<file path="src/rtl/crossbar_one_in.sv">
// Single-input, N-output val/rdy crossbar: each accepted message is buffered in a
// 2-entry FIFO tagged with the select in force at acceptance, then offered to that port only.
module crossbar_one_in #(
  parameter int BIT_WIDTH         = 32,
  parameter int N_OUTPUTS         = 2,
  parameter int CONTROL_BIT_WIDTH = 32
) (
  input  logic                         clk,
  input  logic                         reset,
  input  logic [BIT_WIDTH-1:0]         recv_msg,
  input  logic                         recv_val,
  output logic                         recv_rdy,
  output logic [BIT_WIDTH-1:0]         send_msg [0:N_OUTPUTS-1],
  output logic [N_OUTPUTS-1:0]         send_val,
  input  logic [N_OUTPUTS-1:0]         send_rdy,
  input  logic [CONTROL_BIT_WIDTH-1:0] control,
  input  logic                         control_val,
  output logic                         control_rdy
);

  localparam int SEL_W = $clog2(N_OUTPUTS);

  logic [CONTROL_BIT_WIDTH-1:0] stored_control;
  logic [SEL_W-1:0]             sel;
  logic [BIT_WIDTH-1:0]         buf_msg [0:1];
  logic [SEL_W-1:0]             buf_tag [0:1];
  logic                         head_ptr;
  logic                         tail_ptr;
  logic [1:0]                   count;
  logic                         full;
  logic                         empty;
  logic                         enq;
  logic                         deq;
  logic                         head_hit;
  logic                         head_in_range;
  logic [SEL_W-1:0]             head_tag;

  assign sel         = stored_control[CONTROL_BIT_WIDTH-1 -: SEL_W];
  assign full        = (count == 2'd2);
  assign empty       = (count == 2'd0);
  assign recv_rdy    = reset && !full;
  assign control_rdy = 1'b1;
  assign enq         = recv_val && recv_rdy;
  assign head_tag    = buf_tag[head_ptr];

  generate
    if (CONTROL_BIT_WIDTH > SEL_W) begin : g_ctrl_low
      logic unused_ctrl_bits;
      assign unused_ctrl_bits = ^stored_control[CONTROL_BIT_WIDTH-SEL_W-1:0];
    end
  endgenerate

  // Head stage: broadcast data, single valid; a tag with no matching port is discarded
  always_comb begin
    head_in_range = 1'b0;
    head_hit      = 1'b0;
    send_val      = '0;
    for (int j = 0; j < N_OUTPUTS; j++) begin
      send_msg[j] = buf_msg[head_ptr];
      if (head_tag == SEL_W'(j)) begin
        head_in_range = 1'b1;
        head_hit      = send_rdy[j];
        send_val[j]   = !empty;
      end
    end
  end

  assign deq = !empty && (head_hit || !head_in_range);

  // Buffer stage: control register, FIFO storage and pointers
  always_ff @(posedge clk or negedge reset) begin
    if (!reset) begin
      stored_control <= '0;
      head_ptr       <= 1'b0;
      tail_ptr       <= 1'b0;
      count          <= 2'd0;
      for (int i = 0; i < 2; i++) begin
        buf_msg[i] <= '0;
        buf_tag[i] <= '0;
      end
    end else begin
      if (control_val) stored_control <= control;
      if (enq) begin
        buf_msg[tail_ptr] <= recv_msg;
        buf_tag[tail_ptr] <= sel;
        tail_ptr          <= ~tail_ptr;
      end
      if (deq) head_ptr <= ~head_ptr;
      case ({enq, deq})
        2'b10:   count <= count + 2'd1;
        2'b01:   count <= count - 2'd1;
        default: count <= count;
      endcase
    end
  end

endmodule

</file>
<file path="config.mk">
export PLATFORM = sky130hd
export DESIGN_NAME = crossbar_one_in
export DESIGN_NICKNAME = d
export VERILOG_FILES = /design/src/rtl/crossbar_one_in.sv
export SDC_FILE = /design/constraint.sdc
export NUM_CORES = 1
export LEC_CHECK = 0
export BUFFER_PORTS_ARGS = -buffer_cell sky130_fd_sc_hd__buf_2
export CAP_MARGIN = 20
export CORE_MARGIN = 2
export CORE_UTILIZATION = 49
export DETAILED_ROUTE_END_ITERATION = 6
export PLACE_DENSITY = 0.86
export SYNTH_ARGS = -nofsm -noshare
export SYNTH_HDL_FRONTEND = slang
export SYNTH_SLANG_ARGS = --single-unit
export TNS_END_PERCENT = 1
</file>
<file path="constraint.sdc">
create_clock -name clk -period 2 [get_ports clk]
set_input_delay 0.2 -clock clk [delete_from_list [all_inputs] [get_ports clk]]
set_output_delay 0.2 -clock clk [all_outputs]
set_load 0.05 [all_outputs]
</file>
==> reports/summary.txt, run 1 <==
Routed length on met2: 3143 µm
Syn. warnings: 0
Wl on met1: 2742 µm
Final min period: 1.869 ns
Peak fanout along the critical path: 22
Resized cells post-CTS: 0
Max incr delay on CP: 0.40 ns
Top post-synthesis cells by area: dfrtp_1, mux2_2, mux2_4
RD Place Congestion: 0.6619
IO Count: 138
Nets: 385
CTS tree: done
Fin util: 0.5796
N_diodes: 0
Met3 WL post-DR: 382 µm
First-pass GRT wire length: 9936 µm
FMAX: 0.5351 GHz
Gr usage total: 0.1668
Setup TNS: 0 ns
Register area share after synthesis: 0.4993
Initial Utilization: 0.4986
Hold Worst Slack: 0.07975 ns
Clock Path Buffers: 2
Skew-Pair Late Insertion Delay: 0.33 ns
# setup viols final: 0
Post-Syn Area per Cell: 15.08 µm²
Vias post-DR: 2050
Syn-to-layout area delta: 16.24%
Final WL: 6326 µm
CP Cell Sequence: buf_4, mux2_2, buf_2
Synth top area share: 0.4993
Critical-path top delay cell: mux2_2
Commonest cells after routing, fill and taps aside: buf_2, dfrtp_1, mux2_2
Crit path max-delay family: buffers and inverters
Synthesized area: 3558 µm²
Buf+Inv Stages, Crit Path: 2
Die ar.: 7959 µm²
Antenna violations before repair: 0
Setup Buffers After CTS: 0
CP startpoint kind: flop
Fill cells: 620
Final slew viol count: 0
Fin crit share: 0.9343
Status: complete, no violations
Slew Limit Headroom: 0.4926
Drt drc: 0
Reg clk slew, reported paths: 0.07 ns
GR Overflow Total: 0
Commonest non-fill, non-tap cell in the layout: buf_2
Crit path DAT: 1.67 ns
Top layer reached by signal wires: met4
Floorplan core area: 7137 µm²
WS Path Type: reg -> out
Vias in the first global route: 2068
Crit end category: primary output
Net Count, Synth: 307
RSZ-0062 raised after global routing: false
Slew @ Worst Pin: 0.7586 ns
Final hold vios: 0
Num rows: 31
First-pass iteration count of the detailed router: 2
Dpl hpwl: 4274 µm
Routed Antenna Nets: 0
Die Y: 89.22 µm
CTS Buf Count: 9
Input/output buffers: 105
FF+latch count, synth: 71
Wire per inst: 15.13 µm
Post-Syn Instances: 236
WP data required: 1.80 ns
Die Width: 89.22 µm
Max_cap viols: 0
Drt initial violations: 38
Vias/cell: 4.904
Clock root cell: clkbuf_8
Ratio of cells with drive above 1 in the final layout: 0.7053
Min-Delay Path Class: in -> async
H-tree depth: 3
Largest net degree at the start of global routing: 57
Yosys cell types: 23
Clock sinks: 71
Synth area leader: dfrtp_1
Clock Skew: 0.004803 ns
==> path summary, 6_finish.rpt <==
path	startpoint	end	slack, ns	depth (start not counted)
worst max register to register	count[0]$_DFFE_PN0P_	buf_msg[0]$_DFFE_PN0P_	0.19	3
worst max-delay path	head_ptr$_DFFE_PN0P_	send_msg[2]	0.13	3
min in group clk	control[31]	stored_control[31]$_DFFE_PN0P_	0.10	2
max in group asynchronous	reset	count[1]$_DFFE_PN0P_	0.97	2
worst min-delay path	reset	tail_ptr$_DFFE_PN0N_	0.08	2
worst min register to register	buf_msg[31]$_DFFE_PN0P_	buf_msg[31]$_DFFE_PN0P_	0.49	1
==> flip-flops by register name, indices dropped and copies added (netlist names) <==
signal          count
stored_control      1
count               2
tail_ptr            1
head_ptr            1
buf_msg            64
buf_tag             2
==> routing by layer <==
metal  vias to the layer above  GRT usage
met5                         -          0
met2                        64     0.2875
met1                      1034     0.2035
met3                         7    0.05078
met4                         0    0.04613
li1                        945          -
==> layout make-up <==
cell class | count | area (µm²) | area share
Sequential cell | 71 | 1777 | 0.4295
Multi-Input combinational cell | 121 | 1411 | 0.3412
Timing Repair Buffer | 111 | 588.1 | 0.1422
Clock buffer | 10 | 127.6 | 0.03085
Tap cell | 99 | 123.9 | 0.02995
Clock inverter | 6 | 108.9 | 0.02632
==> per-stage QoR <==
stage / cells / setup slack [ns] / instance area (µm²)
after global routing: 418 / 0.04864 / 4136
after global placement: 401 / 0.1881 / 3890
after CTS: 418 / 0.1017 / 4136
after detailed placement: 401 / 0.1698 / 3890
after floorplan: 236 / 0.1848 / 3558
final: 418 / 0.1313 / 4136
==> logic make-up (layout without fill, tap and decap cells) <==
group | Yosys count | count (layout) | share of synthesized area
muxes | 103 | 103 | 0.3562
DFF | 71 | 71 | 0.4993
buffers and inverters | 44 | 127 | 0.1044
and+or+nand+nor | 10 | 10 | 0.02215
xor gates and xnor gates | 4 | 4 | 0.009847
AOI/OAI and AO/OA | 2 | 2 | 0.003516
adders and majority gates | 1 | 1 | 0.003516
other | 1 | 1 | 0.001054
==> cell usage after synthesis <==
library cell / n
buf_6: 4
mux2_1: 3
xnor2_1: 3
nand2b_4: 1
mux2_2: 66
buf_4: 33
ha_1: 1
xor2_1: 1
mux2_4: 30
and4b_1: 1
o31ai_1: 1
buf_2: 3
dfrtp_1: 71
and2_2: 1
nor2_1: 4
nor2b_1: 1
mux2i_1: 4
buf_12: 3
conb_1: 1
nand4_4: 1
nand3_1: 1
clkbuf_1: 1
o21ai_0: 1
==> worst register-to-register path, delay by kind of cell (launching register included) <==
| family | cells | cell delay [ns] |
|---|---|---|
| DFF | 1 | 0.42 |
| muxes | 1 | 0.55 |
| and+or+nand+nor | 2 | 0.72 |
==> what timing repair did <==
item,CTS,global route
hold endpoints to repair,15,0
hold buffers,1,0
endpoints found under the setup margin,0,0
Power of run 1 is not shown: default switching activity piles up to over one toggle a cycle in this logic, so the estimate is an artifact.
==> run 2: changes to the inputs <==
==> constraint.sdc (replaced) <==
create_clock -name clk -period 2 [get_ports clk]
set_input_delay 0.4 -clock clk [delete_from_list [all_inputs] [get_ports clk]]
set_output_delay 0.4 -clock clk [all_outputs]
set_load 0.05 [all_outputs]
==> reports/summary.txt, run 2 (synthesis gave the netlist of run 1 again) <==
Setup Buffers After CTS: 0 (unchanged)
Commonest cells after routing, fill and taps aside: buf_2, dfrtp_1, mux2_2 (unchanged)
Commonest non-fill, non-tap cell in the layout: buf_2 (unchanged)
Wire per inst: 15.37 µm (was 15.13 µm)
Syn-to-layout area delta: 16.77% (was 16.24%)
Worst r2r src: head_ptr$_DFFE_PN0P_ (was count[0]$_DFFE_PN0P_)
Final hold vios: 0 (unchanged)
R2R Setup Slk: 0.19 ns (about the same)
CP startpoint kind: flop (unchanged)
Die Width: 89.22 µm (unchanged)
Num rows: 31 (unchanged)
IO Count: 138 (unchanged)
Cell count after placement: 401 (unchanged)
Largest net degree at the start of global routing: 63 (was 57)
Floorplan core area: 7137 µm² (unchanged)
Clock Skew: 0.008196 ns (was 0.004803 ns)
Initial Utilization: 0.4986 (unchanged)
Reg clk slew, reported paths: 0.08 ns (was 0.07 ns)
Slew @ Worst Pin: 0.7965 ns (was 0.7586 ns)
Crit path DAT: 1.56 ns (was 1.67 ns)
WHS Endpoint: stored_control[31]$_DFFE_PN0P_
Die ar.: 7959 µm² (unchanged)
Final min period: 1.957 ns (was 1.869 ns)
Crit end category: primary output (unchanged)
Final WL: 6425 µm (was 6326 µm)
First-pass GRT wire length: 10410 µm (was 9936 µm)
Vias in the first global route: 2180 (was 2068)
# setup viols final: 0 (unchanged)
Nets: 385 (unchanged)
Peak fanout along the critical path: 3 (was 22)
Dpl hpwl: 4374 µm (was 4274 µm)
Antenna violations before repair: 0 (unchanged)
Vias post-DR: 2059 (was 2050)
FMAX: 0.5111 GHz (was 0.5351 GHz)
RSZ-0062 raised after global routing: true (was false)
Min-Delay Path Depth: 2
Skew-Pair Late Insertion Delay: 0.34 ns (was 0.33 ns)
Drt initial violations: 39 (was 38)
Die Y: 89.22 µm (unchanged)
Final slew viol count: 0 (unchanged)
GR Overflow Total: 0 (unchanged)
Gr usage total: 0.1728 (was 0.1668)
H-tree depth: 3 (unchanged)
WP data required: 1.60 ns (was 1.80 ns)
WS Path Type: reg -> out (unchanged)
Routed Antenna Nets: 0 (unchanged)
N_diodes: 0 (unchanged)
Fin crit share: 0.9784 (was 0.9343)
Vias/cell: 4.926 (was 4.904)
Clock sinks: 71 (unchanged)
First-pass iteration count of the detailed router: 4 (was 2)
Max_cap viols: 0 (unchanged)
Drt drc: 0 (unchanged)
Min-Delay Path Class: in -> reg (was in -> async)
Largest Register: buf_msg (unchanged)
Non-filler cells, final: 418 (unchanged)
CTS tree: done (unchanged)
Clock root cell: clkbuf_8 (unchanged)
Max reg flops: 64 (unchanged)
Input/output buffers: 105 (unchanged)
Slew Limit Headroom: 0.4690 (was 0.4926)
Clock Path Buffers: 2 (unchanged)
Hold Startpoint: control[31]
Status: complete, no violations (unchanged)
CTS Buf Count: 9 (unchanged)
Ratio of cells with drive above 1 in the final layout: 0.7147 (was 0.7053)
Worst Reg-to-Reg Cells: 6 (was 3)
Largest regs: buf_msg (64), buf_tag (2), count (2) (unchanged)
R2r endpoint: count[1]$_DFFE_PN0P_ (was buf_msg[0]$_DFFE_PN0P_)
RD Place Congestion: 0.6800 (was 0.6619)
-- run 2: cell count changes in the layout (fill, tap and decap cells not counted), sizes merged --
| cell | delta |
|---|---|
| bufinv | -1 |
| clkbuf | +1 |
| clkinv | -1 |
| clkinvlp | +1 |
-- run 2: what timing repair did --
action | in CTS | in global routing
endpoints found under the setup margin | 64 | 65
hold buffers | 1 | 0
endpoints found under the hold margin | 9 | 0
pin swaps | 0 | 0
gates resized for setup | 2 | 6
-- run 2: metrics by stage --
step | worst slack [ns] | hold slack, ns | util | setup TNS, ns | cell area [µm²]
2_1_floorplan | 0.06991 | 0.1044 | - | 0 | 3561
3_3_place_gp | 0.1015 | 0.2649 | 0.5454 | 0 | 3892
3_5_place_dp | 0.1000 | 0.2712 | 0.5454 | 0 | 3892
4_1_cts | -0.01232 | 0.2715 | 0.5791 | -0.1842 | 4133
5_1_grt | -0.003355 | 0.2928 | 0.5822 | -0.003355 | 4155
6_report | 0.04326 | 0.2906 | 0.5822 | 0 | 4155
-- run 2: worst max path at each step --
stage                    startpoint                 endpoint  slack (ns)  cells after the start
6_report       head_ptr$_DFFE_PN0P_              send_val[0]        0.04                      3
5_1_grt        head_ptr$_DFFE_PN0P_              send_val[0]      -0.003                      3
4_1_cts        head_ptr$_DFFE_PN0P_             send_msg[63]       -0.01                      3
3_5_place_dp                  reset  buf_msg[31]$_DFFE_PN0P_         0.1                      3
3_3_place_gp                  reset  buf_msg[31]$_DFFE_PN0P_        0.10                      3
2_1_floorplan  head_ptr$_DFFE_PN0P_             send_msg[32]        0.07                      4
-- run 2: final cells by class --
cell class | count | area [µm²]
Sequential cell | 71 | 1778
Multi-Input combinational cell | 121 | 1418
Tap cell | 99 | 123.9
Timing Repair Buffer | 111 | 613.1
Clock inverter | 5 | 81.33
Fill cell | 608 | 2982
Clock buffer | 11 | 141.4
-- run 2: per-layer routing --
layer  track usage  vias up  share of wire
met5             0        -              0
met4       0.07327        0          0.015
met3       0.03786       11          0.057
met2        0.2828       71           0.48
met1        0.2222     1031           0.45
li1              -      946              -
-- run 2: critical path: stages, from the launching register on --
cell	delay (ns)
dfrtp_2	0.44
mux2i_2	0.32
nor2b_2	0.19
buf_2	0.26
Power of run 2 is left out for the same reason.
==> run 3: changes to the inputs <==
Settings changed: CORE_UTILIZATION 49 to 53, PLACE_DENSITY 0.86 to 0.92.
Clock period 2 ns to 2.45 ns, I/O delays scaled along.
==> reports/summary.txt, run 3 (synthesis gave the netlist of run 1 again) <==
Status: complete, no violations (unchanged)
Drt drc: 0 (unchanged)
CTS tree: done (unchanged)
Critical-path top delay cell: dlygate4sd3_1 (was dfrtp_2)
Initial Utilization: 0.5541 (was 0.4986)
Clock sinks: 71 (unchanged)
Cell count after placement: 379 (was 401)
Largest regs: buf_msg (64), buf_tag (2), count (2) (unchanged)
# setup viols final: 0 (unchanged)
Max_cap viols: 0 (unchanged)
Skew-Pair Late Insertion Delay: 0.33 ns (was 0.34 ns)
Peak fanout along the critical path: 14 (was 3)
H-tree depth: 3 (unchanged)
Reg clk slew, reported paths: 0.07 ns (was 0.08 ns)
CTS Buf Count: 9 (unchanged)
Antenna violations before repair: 0 (unchanged)
FMAX: 0.4584 GHz
Nets: 385 (unchanged)
RD Place Congestion: 0.7087 (was 0.6800)
Max reg flops: 64 (unchanged)
CP startpoint kind: input pin (was flop)
Setup Buffers After CTS: 0 (unchanged)
Largest Register: buf_msg (unchanged)
WS Path Type: in -> out (was reg -> out)
Die Width: 85.94 µm (was 89.22 µm)
Clock root cell: clkbuf_8 (unchanged)
Buf+Inv Stages, Crit Path: 3 (was 1)
GR Overflow Total: 0 (unchanged)
Vias/cell: 5.063 (was 4.926)
Syn-to-layout area delta: 14.73% (was 16.77%)
Die Y: 85.94 µm (was 89.22 µm)
Floorplan core area: 6422 µm² (was 7137 µm²)
Vias in the first global route: 2139 (was 2180)
N_diodes: 0 (unchanged)
Drt initial violations: 47 (was 39)
Clock Path Buffers: 2 (unchanged)
Final slew viol count: 0 (unchanged)
Setup TNS: 0 ns (unchanged)
Commonest cells after routing, fill and taps aside: buf_2, dfrtp_1, mux2_2 (unchanged)
Fill cells: 493 (was 608)
Largest net degree at the start of global routing: 63 (unchanged)
Dpl hpwl: 4323 µm (was 4374 µm)
Input/output buffers: 105 (unchanged)
Slew Limit Headroom: 0.4859 (was 0.4690)
Gr usage total: 0.1774 (was 0.1728)
Vias post-DR: 2005 (was 2059)
Fin worst setup slack: 0.2685 ns (was 0.04326 ns)
Slew @ Worst Pin: 0.7711 ns (was 0.7965 ns)
WP data required: 1.96 ns (was 1.60 ns)
First-pass GRT wire length: 10140 µm (was 10410 µm)
Clock Skew: 0.008638 ns (was 0.008196 ns)
Min-Delay Path Class: in -> reg (unchanged)
Num rows: 29 (was 31)
Crit path DAT: 1.69 ns (was 1.56 ns)
First-pass iteration count of the detailed router: 3 (was 4)
Final min period: 2.181 ns
Non-filler cells, final: 396 (was 418)
Max incr delay on CP: 0.53 ns (was 0.44 ns)
Resized cells post-CTS: 0 (was 2)
Die ar.: 7386 µm² (was 7959 µm²)
IO Count: 138 (unchanged)
Crit path max-delay family: buffers and inverters (was flip-flops)
Final WL: 6196 µm (was 6425 µm)
Fin crit share: 0.8904
Commonest non-fill, non-tap cell in the layout: buf_2 (unchanged)
Ratio of cells with drive above 1 in the final layout: 0.7053 (was 0.7147)
CP Cell Sequence: dlygate4sd3_1, buf_4, and2_2, buf_2 (was mux2i_2, nor2b_2, buf_2)
Wire per inst: 15.65 µm (was 15.37 µm)
DP Worst Slack: 0.4762 ns (was 0.1000 ns)
RSZ-0062 raised after global routing: false (was true)
Crit end category: primary output (unchanged)
Routed Antenna Nets: 0 (unchanged)
Final hold vios: 0 (unchanged)
## run 3: path summary, 6_finish.rpt
path | endpoint | slack (ns) | start | depth (start not counted)
setup / recovery | recv_rdy | 0.27 | reset | 4
hold / removal | buf_msg[0]$_DFFE_PN0P_ | 0.39 | recv_msg[0] | 2
hold reg to reg | buf_msg[31]$_DFFE_PN0P_ | 0.49 | buf_msg[31]$_DFFE_PN0P_ | 1
setup reg to reg | buf_msg[0]$_DFFE_PN0P_ | 0.67 | count[0]$_DFFE_PN0P_ | 3
max in group asynchronous | count[1]$_DFFE_PN0P_ | 0.88 | reset | 3
min in group asynchronous | buf_msg[4]$_DFFE_PN0P_ | 0.56 | reset | 2
## run 3: what timing repair did
item                                   in CTS  in global routing
setup endpoints to repair                   0                  0
endpoints found under the hold margin       9                  0
hold buffers                                1                  0
## run 3: metal layers
layer	share of wire	vias to the layer above	track usage
li1	-	947	-
met1	0.44	981	0.2296
met2	0.49	70	0.2840
met3	0.064	7	0.04620
met4	0.010	0	0.07359
met5	0	-	0
## run 3: worst reg2reg max path, delay by kind of cell (launching register included)
kind          cells  cell delay, ns
simple gates      2            0.71
flops             1            0.42
mux               1            0.54
## run 3: layout make-up
class,instances,area [µm²],share of cell area
Timing Repair Buffer,111,575.6,0.1410
Multi-Input combinational cell,121,1411,0.3457
Clock buffer,11,141.4,0.03463
Clock inverter,5,81.33,0.01992
Sequential cell,71,1777,0.4352
Tap cell,77,96.34,0.02360
## run 3: stage by stage
step           hold slack (ns)  instance area, µm²  utilization
6_report                0.3901                4083       0.6357
5_1_grt                 0.3632                4083       0.6357
4_1_cts                 0.3659                4083       0.6357
3_5_place_dp            0.3523                3850       0.5995
3_3_place_gp            0.3505                3850       0.5995
2_1_floorplan           0.1944                3558            -
Power of run 3 is left out for the same reason.
